==> config.mk <==
export PLATFORM = sky130hd
export DESIGN_NAME = id_ex_pipeline_reg
export DESIGN_NICKNAME = d
export VERILOG_FILES = /design/src/rtl/id_ex_pipeline_reg.sv
export SDC_FILE = /design/constraint.sdc
export NUM_CORES = 1
export LEC_CHECK = 0
export ABC_AREA = 1
export BUFFER_PORTS_ARGS = -buffer_cell sky130_fd_sc_hd__buf_4
export CELL_PAD_IN_SITES_DETAIL_PLACEMENT = 1
export CELL_PAD_IN_SITES_GLOBAL_PLACEMENT = 1
export CORE_MARGIN = 4
export CORE_UTILIZATION = 32
export DETAILED_ROUTE_END_ITERATION = 8
export GPL_TIMING_DRIVEN = 0
export PLACE_DENSITY_LB_ADDON = 0.1
export SLEW_MARGIN = 0
export SYNTH_ARGS = -nofsm -noshare
export SYNTH_HDL_FRONTEND = slang
export SYNTH_SLANG_ARGS = --single-unit
==> constraint.sdc <==
create_clock -name i_clk -period 1.1 [get_ports i_clk]
set_input_delay 0.055 -clock i_clk [delete_from_list [all_inputs] [get_ports i_clk]]
set_output_delay 0.055 -clock i_clk [all_outputs]
set_load 0.01 [all_outputs]
==> src/rtl/id_ex_pipeline_reg.sv <==
// -----------------------------------------------------------------------------
// id_ex_pipeline_reg
// ID/EX pipeline register of the 5-stage MIPS core. It captures the decoded
// operands, register indices, funct/opcode fields and main-control bits at the
// end of ID and presents them to EX one cycle later.
//
// Per-edge priority: i_reset > !i_step > i_flush > i_stall > load.
//   reset  : every output cleared
//   !step  : everything frozen; flush/stall requests are dropped, not queued
//   flush  : bubble (all-zero NOP: no write, no memory access, indices $0)
//   stall  : hold, so EX sees the same instruction again
//   load   : every o_X <= i_X
//
// Ports
//   i_clk, i_reset         clock, synchronous active-high reset
//   i_step                 debug enable (0 freezes the register)
//   i_stall, i_flush       hazard-unit hold / control-hazard bubble
//   i_PC .. i_Valid        ID-stage payload (data, indices, fields, control)
//   o_PC .. o_Valid        registered copy of the payload for EX
// -----------------------------------------------------------------------------
module id_ex_pipeline_reg #(
  parameter int unsigned NBITS = 32,
  parameter int unsigned RBITS = 5,
  parameter int unsigned FBITS = 6,
  parameter int unsigned CBITS = 2
) (
  input  logic             i_clk,
  input  logic             i_reset,
  input  logic             i_step,
  input  logic             i_stall,
  input  logic             i_flush,
  input  logic [NBITS-1:0] i_PC,
  input  logic [NBITS-1:0] i_RegA,
  input  logic [NBITS-1:0] i_RegB,
  input  logic [NBITS-1:0] i_Imm,
  input  logic [RBITS-1:0] i_Shamt,
  input  logic [RBITS-1:0] i_Rs,
  input  logic [RBITS-1:0] i_Rt,
  input  logic [RBITS-1:0] i_Rd,
  input  logic [FBITS-1:0] i_Funct,
  input  logic [FBITS-1:0] i_Opcode,
  input  logic [CBITS-1:0] i_ALUOp,
  input  logic             i_RegDst,
  input  logic             i_ALUSrc,
  input  logic             i_MemRead,
  input  logic             i_MemWrite,
  input  logic             i_MemToReg,
  input  logic             i_RegWrite,
  input  logic             i_Halt,
  input  logic             i_Valid,
  output logic [NBITS-1:0] o_PC,
  output logic [NBITS-1:0] o_RegA,
  output logic [NBITS-1:0] o_RegB,
  output logic [NBITS-1:0] o_Imm,
  output logic [RBITS-1:0] o_Shamt,
  output logic [RBITS-1:0] o_Rs,
  output logic [RBITS-1:0] o_Rt,
  output logic [RBITS-1:0] o_Rd,
  output logic [FBITS-1:0] o_Funct,
  output logic [FBITS-1:0] o_Opcode,
  output logic [CBITS-1:0] o_ALUOp,
  output logic             o_RegDst,
  output logic             o_ALUSrc,
  output logic             o_MemRead,
  output logic             o_MemWrite,
  output logic             o_MemToReg,
  output logic             o_RegWrite,
  output logic             o_Halt,
  output logic             o_Valid
);

  logic [NBITS-1:0] r_PC;
  logic [NBITS-1:0] r_RegA;
  logic [NBITS-1:0] r_RegB;
  logic [NBITS-1:0] r_Imm;
  logic [RBITS-1:0] r_Shamt;
  logic [RBITS-1:0] r_Rs;
  logic [RBITS-1:0] r_Rt;
  logic [RBITS-1:0] r_Rd;
  logic [FBITS-1:0] r_Funct;
  logic [FBITS-1:0] r_Opcode;
  logic [CBITS-1:0] r_ALUOp;
  logic             r_RegDst;
  logic             r_ALUSrc;
  logic             r_MemRead;
  logic             r_MemWrite;
  logic             r_MemToReg;
  logic             r_RegWrite;
  logic             r_Halt;
  logic             r_Valid;

  // Bubble and reset share the all-zero pattern: ALUOp 00 (add), no write,
  // no memory access, all indices $0 so forwarding never matches usefully.
  logic w_clear;
  logic w_load;

  assign w_clear = i_reset | (i_step & i_flush);
  assign w_load  = ~i_reset & i_step & ~i_flush & ~i_stall;

  // Pipeline register update; holding is the implicit default.
  always_ff @(posedge i_clk) begin
    if (w_clear) begin
      r_PC       <= '0;
      r_RegA     <= '0;
      r_RegB     <= '0;
      r_Imm      <= '0;
      r_Shamt    <= '0;
      r_Rs       <= '0;
      r_Rt       <= '0;
      r_Rd       <= '0;
      r_Funct    <= '0;
      r_Opcode   <= '0;
      r_ALUOp    <= '0;
      r_RegDst   <= 1'b0;
      r_ALUSrc   <= 1'b0;
      r_MemRead  <= 1'b0;
      r_MemWrite <= 1'b0;
      r_MemToReg <= 1'b0;
      r_RegWrite <= 1'b0;
      r_Halt     <= 1'b0;
      r_Valid    <= 1'b0;
    end else if (w_load) begin
      r_PC       <= i_PC;
      r_RegA     <= i_RegA;
      r_RegB     <= i_RegB;
      r_Imm      <= i_Imm;
      r_Shamt    <= i_Shamt;
      r_Rs       <= i_Rs;
      r_Rt       <= i_Rt;
      r_Rd       <= i_Rd;
      r_Funct    <= i_Funct;
      r_Opcode   <= i_Opcode;
      r_ALUOp    <= i_ALUOp;
      r_RegDst   <= i_RegDst;
      r_ALUSrc   <= i_ALUSrc;
      r_MemRead  <= i_MemRead;
      r_MemWrite <= i_MemWrite;
      r_MemToReg <= i_MemToReg;
      r_RegWrite <= i_RegWrite;
      r_Halt     <= i_Halt;
      r_Valid    <= i_Valid;
    end
  end

  assign o_PC       = r_PC;
  assign o_RegA     = r_RegA;
  assign o_RegB     = r_RegB;
  assign o_Imm      = r_Imm;
  assign o_Shamt    = r_Shamt;
  assign o_Rs       = r_Rs;
  assign o_Rt       = r_Rt;
  assign o_Rd       = r_Rd;
  assign o_Funct    = r_Funct;
  assign o_Opcode   = r_Opcode;
  assign o_ALUOp    = r_ALUOp;
  assign o_RegDst   = r_RegDst;
  assign o_ALUSrc   = r_ALUSrc;
  assign o_MemRead  = r_MemRead;
  assign o_MemWrite = r_MemWrite;
  assign o_MemToReg = r_MemToReg;
  assign o_RegWrite = r_RegWrite;
  assign o_Halt     = r_Halt;
  assign o_Valid    = r_Valid;

endmodule

==> flow_metrics.py, run 1 <==
metrics = {
    "global_routing": {
        "antenna_found_initial": 0,
        "grt_start_max_net_pins": 17,
        "grtUsageTotal_pct": 24.1,
        "grt_pass1_vias": 9189,
        "grt_overflow": 0,
        "grt_pass1_wl_mm": 49.7,
    },
    "sta": {
        "worst_pin_slew_ns": 0.494,
        "max_freq_ghz": 1.02,
        "slew_headroom_pct": 67.0,
        "setup_tns_ns": 0,
        "setup_viol_count_final": 0,
        "fin_skew_ns": 0,
        "finalHoldViolations": 0,
        "maxSlewViolCount": 0,
        "rsz0062_at_grt": "no",
        "setup_ws_ns": 0.115,
        "min_period_ns": 0.985,
        "fin_crit_sh_pct": 89.5,
    },
    "die": {
        "coreArea_um2": 22100,
        "initial_utilization_pct": 33.0,
        "rows": 54,
        "dieHeight_um": 159,
        "io_pins": 345,
        "die_w_um": 159,
        "dieArea_um2": 25300,
    },
    "synth": {
        "syn-cell-area_um2": 7290,
        "ys_seq_area_share_pct": 46.7,
        "yosysWarningCount": 0,
        "syn_nets": 1123,
        "syn_inst": 948,
        "synth_cell_type_count": 14,
        "yosys_register_bits": 170,
        "avgSynthCellArea_um2": 7.69,
    },
    "setup_path": {
        "cp_max_fo": 10,
        "start_kind": "input pin",
        "cp-end-kind": "flip-flop",
        "worstSetupPathType": "input pin to flip-flop",
        "cp.required_ns": 1.42,
        "worstPathArrival_ns": 1.31,
    },
    "routing": {
        "wirelength_mm": 31.3,
        "wl_per_cell_um": 17.6,
        "postRouteAntennaNets": 0,
        "via_per_inst": 4.85,
        "drtPass1Iterations": 4,
        "route.vias.total": 8595,
        "drt_iter0_drc": 488,
        "drcViolationCount": 0,
    },
    "clock_network": {
        "cts_buffers": 17,
        "clock_tree.root_cell": "clkbuf_16",
        "path_clk_slew_ns": 0.07,
        "numClockSinks": 170,
        "cts_tree": "built",
        "clk_latency_ns": 0.43,
        "cts_buffer_depth": 2,
        "cts_setup_buffers": 0,
        "htreeDepth": 4,
    },
    "power": {
        "power_density_nw_per_um2": 1180,
        "combPwrFrac_pct": 17.9,
        "pwr-share-clk_pct": 38.6,
        "switching_share_pct": 27.6,
        "ir_worst_vdd_v": 0.000891,
        "total_power_mw": 14.7,
        "seqPwrFrac_pct": 43.5,
        "leakage_nw": 5.52,
        "intPower_mw": 10.6,
        "power_switching_mw": 4.05,
    },
    "placed_design": {
        "gp_congestion": 0.796,
        "place_hpwl_mm": 20.7,
        "dpl.cell_count": 1572,
        "pre_cts_ws_ns": -0.398,
        "port_buffers": 344,
    },
    "layout": {
        "antenna_cells": 0,
        "post-route-util_pct": 56.4,
        "stdcell_count": 1773,
        "fillers": 2669,
        "fin_nets": 1655,
        "syn2layout_area_growth_pct": 71.1,
        "layout-drive-gt1-share_pct": 30.8,
    },
    "status": {
        "status": "complete, no violations",
    },
    "job": {
        "cap_violations": 0,
    },
    "worst_hold_path": {
        "hp-class": "input pin to flip-flop",
    },
}
[worst paths after layout]
check	startpoint	to	slack [ns]	depth (start not counted)
worst max-delay path	i_flush	o_PC[19]	0.12	7
worst min-delay path	i_Halt	o_Halt	0.003	4
worst min register to register	o_RegA[11]	o_RegA[11]	0.48	2
worst max register to register	o_RegB[1]	o_RegB[1]	0.41	2
[state kept, by name, indices dropped and copies added (netlist names), 6 cells and up]
name      count
o_Opcode      6
o_RegA       32
o_Imm        32
o_PC         32
o_Funct       6
o_RegB       32
[cell usage after synthesis]
library cell / instances / area share, %
nand3b_1: 169 / 17
nor2_4: 1 / 0.15
inv_2: 1 / 0.051
buf_2: 80 / 5.5
nor2_2: 1 / 0.086
dfxtp_1: 170 / 47
clkbuf_1: 9 / 0.46
buf_4: 1 / 0.10
a21oi_1: 169 / 12
nand2_1: 172 / 8.9
nor2_1: 171 / 8.8
inv_1: 1 / 0.051
buf_1: 2 / 0.10
a21oi_2: 1 / 0.12
[routing by layer]
| metal | wire length, µm | vias up | GRT usage [%] |
|---|---|---|---|
| met5 | 0 | - | 0 |
| met4 | 1110 | 0 | 9.31 |
| met3 | 1850 | 59 | 6.01 |
| met2 | 15600 | 282 | 43.0 |
| met1 | 12700 | 4044 | 27.7 |
| li1 | - | 4210 | - |
[logic make-up after synthesis]
family,after synthesis,share of synthesized area (%)
and+or+nand+nor,514,35.3
DFF,170,46.7
AOI/OAI and AO/OA,170,11.7
buffers and inverters,94,6.27
[worst max-delay path, cell delays in order]
cell,delay (ns)
buf_4,0.13
nor2_2,0.27
clkbuf_4,0.32
buf_2,0.26
nand3b_1,0.14
nand2_1,0.09
nor2_1,0.04
[repair_timing]
action                                  in CTS  in global routing
resized for setup                            0                  4
endpoints found under the hold margin      169                  0
hold buffers                               169                  0
endpoints found under the setup margin       0                 11
[power groups by stage]
stage	sequential (mW)	clock (mW)	combinational, mW
2_1_floorplan	6.59	0	0.979
3_3_place_gp	6.52	0	2.06
3_5_place_dp	6.52	0	2.09
4_1_cts	6.38	5.81	2.59
5_1_grt	6.40	6.08	2.87
6_report	6.39	5.68	2.63
[cell type report]
type	count	area [µm²]	share of cell area, %
repair buffers	513	4270	34.3
multi-input cells	684	3440	27.6
flip-flops and latches	170	3400	27.3
plain buffers	92	457	3.66
clock buffers	18	429	3.44
well taps	280	350	2.81
clock inverters	14	110	0.883
inverters	2	7.51	0.0602
[metrics by stage]
| step | instance area [µm²] | hold WS, ns |
|---|---|---|
| 3_5_place_dp | 10200 | 0.290 |
| 5_1_grt | 12500 | 0.0353 |
| 4_1_cts | 12500 | 0.00195 |
| 3_3_place_gp | 10200 | 0.281 |
| 6_report | 12500 | 0.00267 |
| 2_1_floorplan | 7290 | 0.190 |
[placed cells by master, fill, tap and decap left out, drive strengths merged]
cell / netlist / routed
a21oi: 170 / 170
buf: 83 / 424
clkbuf: 9 / 30
clkinv: 0 / 5
clkinvlp: 0 / 3
dfxtp: 170 / 170
dlygate4sd3: 0 / 169
inv: 2 / 8
nand2: 172 / 172
nand3b: 169 / 169
nor2: 173 / 173
(Power assumes the default switching activity.)
==> inputs of run 2 (changes only) <==
ABC_AREA = not set   (was 1)
CORE_UTILIZATION = 30   (was 32)
SKIP_CTS_REPAIR_TIMING = 1   (was not set)
==> run 2 against run 1 <==
  * The flow now finishes with violations (setup timing)
  * Synthesized area fell by 16%
  * Cell area fell by 9.1%
  * Synthesized cell count fell by 20%
  * Via count fell by 12%
  * Register-to-register slack got worse by 0.06 ns
  * Utilization fell by 0.27 points
  * Setup slack got worse by 0.17 ns
  * Critical path type unchanged
  * Largest cell class unchanged
  * Largest power group unchanged
==> flow_metrics.py, run 2 <==
metrics = {
    "routing": {
        "drtPass1Iterations": 4,
        "drcViolationCount": 0,
        "via_per_inst": 4.82,
        "route.vias.total": 7572,
        "wirelength_mm": 29.0,
        "postRouteAntennaNets": 0,
        "drt_iter0_drc": 243,
        "wl_per_cell_um": 18.5,
    },
    "layout": {
        "layout-drive-gt1-share_pct": 31.7,
        "fin_nets": 1464,
        "layout_commonest_cell": "buf_4",
        "syn2layout_area_growth_pct": 84.9,
        "final_cell_mix": "buf_4, nand2_1, a21oi_1, dlygate4sd3_1, dfxtp_1",
        "fillers": 2427,
        "antenna_cells": 0,
    },
    "power": {
        "total_power_mw": 14.5,
        "leakage_nw": 4.77,
        "ir_worst_vdd_v": 0.000994,
        "power_density_nw_per_um2": 1280,
    },
    "sta": {
        "maxSlewViolCount": 0,
        "fin_skew_ns": 0,
        "slew_headroom_pct": 66.5,
        "min_period_ns": 1.16,
        "worst_pin_slew_ns": 0.502,
        "fin_crit_sh_pct": 105,
        "finalHoldViolations": 0,
        "max_freq_ghz": 0.864,
        "whs_ns": 0.286,
        "setup_ws_ns": -0.0570,
        "setup_viol_count_final": 2,
    },
    "status": {
        "status": "complete, but fails checks",
        "failed_checks": "setup timing",
    },
    "die": {
        "dieArea_um2": 22800,
        "coreArea_um2": 20200,
        "io_pins": 345,
        "dieHeight_um": 151,
        "die_w_um": 151,
        "rows": 52,
        "initial_utilization_pct": 30.4,
    },
    "setup_path": {
        "reg2regPathDepth": 2,
        "start_kind": "input pin",
        "cp-end-kind": "flip-flop",
        "cp.required_ns": 1.44,
        "endpoint": "o_PC[6]",
        "r2r-end": "o_PC[17]",
        "r2r_slack_ns": 0.35,
        "worstPathArrival_ns": 1.50,
        "crit_start": "i_step",
        "cp_max_fo": 10,
        "worstSetupPathType": "input pin to flip-flop",
        "r2r_start": "o_PC[17]",
    },
    "clock_network": {
        "cts_tree": "built",
        "numClockSinks": 170,
        "path_clk_slew_ns": 0.07,
        "cts_buffer_depth": 2,
        "clock_tree.root_cell": "clkbuf_16",
        "htreeDepth": 4,
        "cts_buffers": 17,
        "clk_latency_ns": 0.41,
    },
    "global_routing": {
        "grtUsageTotal_pct": 21.0,
        "grt_start_max_net_pins": 17,
        "grt_overflow": 0,
        "grt_pass1_vias": 6779,
        "grt_pass1_wl_mm": 37.2,
        "antenna_found_initial": 0,
    },
    "placed_design": {
        "port_buffers": 343,
        "place_hpwl_mm": 18.7,
        "gp_congestion": 0.755,
        "pre_cts_ws_ns": -0.513,
    },
    "job": {
        "cap_violations": 0,
    },
    "worst_hold_path": {
        "hp-class": "input pin to flip-flop",
    },
    "synth": {
        "yosys_register_bits": 170,
        "avgSynthCellArea_um2": 8.08,
        "syn_inst": 758,
        "synthTopCellsByArea": "dfxtp_1, a21oi_1, o21ai_0",
        "synth_common_cells": "a21oi_1, dfxtp_1, nand2_1",
        "yosysWarningCount": 0,
        "synthArstFlopShare_pct": 0,
        "yosysTopAreaCellShare_pct": 55.6,
        "synth_cell_type_count": 14,
        "syn_nets": 933,
        "synthFlopType": "dfxtp_1",
        "synth_edf_count": 0,
        "yosysTopAreaCell": "dfxtp_1",
        "ys_seq_area_share_pct": 55.6,
        "syn-cell-area_um2": 6130,
    },
}
==> run 2: area by class of cell <==
class                   count  area, µm²  share of cell area, %
repair buffers            513       4280                   37.8
clock buffers              22        464                   4.10
plain buffers              74        364                   3.21
flip-flops and latches    170       3400                   30.0
clock inverters            10        119                   1.05
well taps                 270        338                   2.98
multi-input cells         512       2360                   20.8
inverters                   1       3.75                 0.0331
==> run 2: how the worst min path moves through the flow <==
| stage | endpoint | cells past startpoint | from |
|---|---|---|---|
| 2_1_floorplan | o_ALUOp[0] | 2 | i_ALUOp[0] |
| 3_3_place_gp | o_RegB[26] | 3 | i_RegB[26] |
| 3_5_place_dp | o_RegA[1] | 3 | i_RegA[1] |
| 4_1_cts | o_Imm[8] | 3 | i_Imm[8] |
| 5_1_grt | o_Rt[3] | 6 | i_stall |
| 6_report | o_Rt[4] | 6 | i_stall |
==> run 2: report_power, final <==
part	switching [mW]	internal [mW]	leakage (nW)
clock	2.55	3.47	0.276
sequential	0.0845	6.32	1.38
combinational	0.940	1.17	3.12
==> run 2: cells by family (layout without fill, tap and decap cells) <==
logic type / after synthesis / in the layout / share of synthesized area (%)
AND/OR/NAND/NOR: 172 / 172 / 10.7
AO/OA/AOI/OAI: 340 / 340 / 27.8
buffers and inverters: 76 / 620 / 5.94
flip-flops: 170 / 170 / 55.6
==> run 2: layer usage <==
layer	global-route usage (%)	part of all wire, %	up-vias
met5	0	0	-
met4	7.48	2.4	0
met3	7.51	7.4	49
met2	36.1	51	288
met1	24.2	39	3597
li1	-	-	3638
==> run 2: critical path, cell delays in order <==
cell and delay (ns):
buf_4 0.11, inv_2 0.17, buf_2 0.33, buf_1 0.39, o21ai_0 0.23, a21oi_1 0.19
==> run 2: through the flow <==
stage	util, %	instances	TNS (ns)	instance area, µm²
3_5_place_dp	44.8	1371	-58.92	9040
3_3_place_gp	44.8	1371	-55.55	9040
5_1_grt	56.2	1572	-0.607	11300
6_report	56.2	1572	-0.0624	11300
4_1_cts	47.7	1403	-2.74	9620
2_1_floorplan	-	758	0	6130
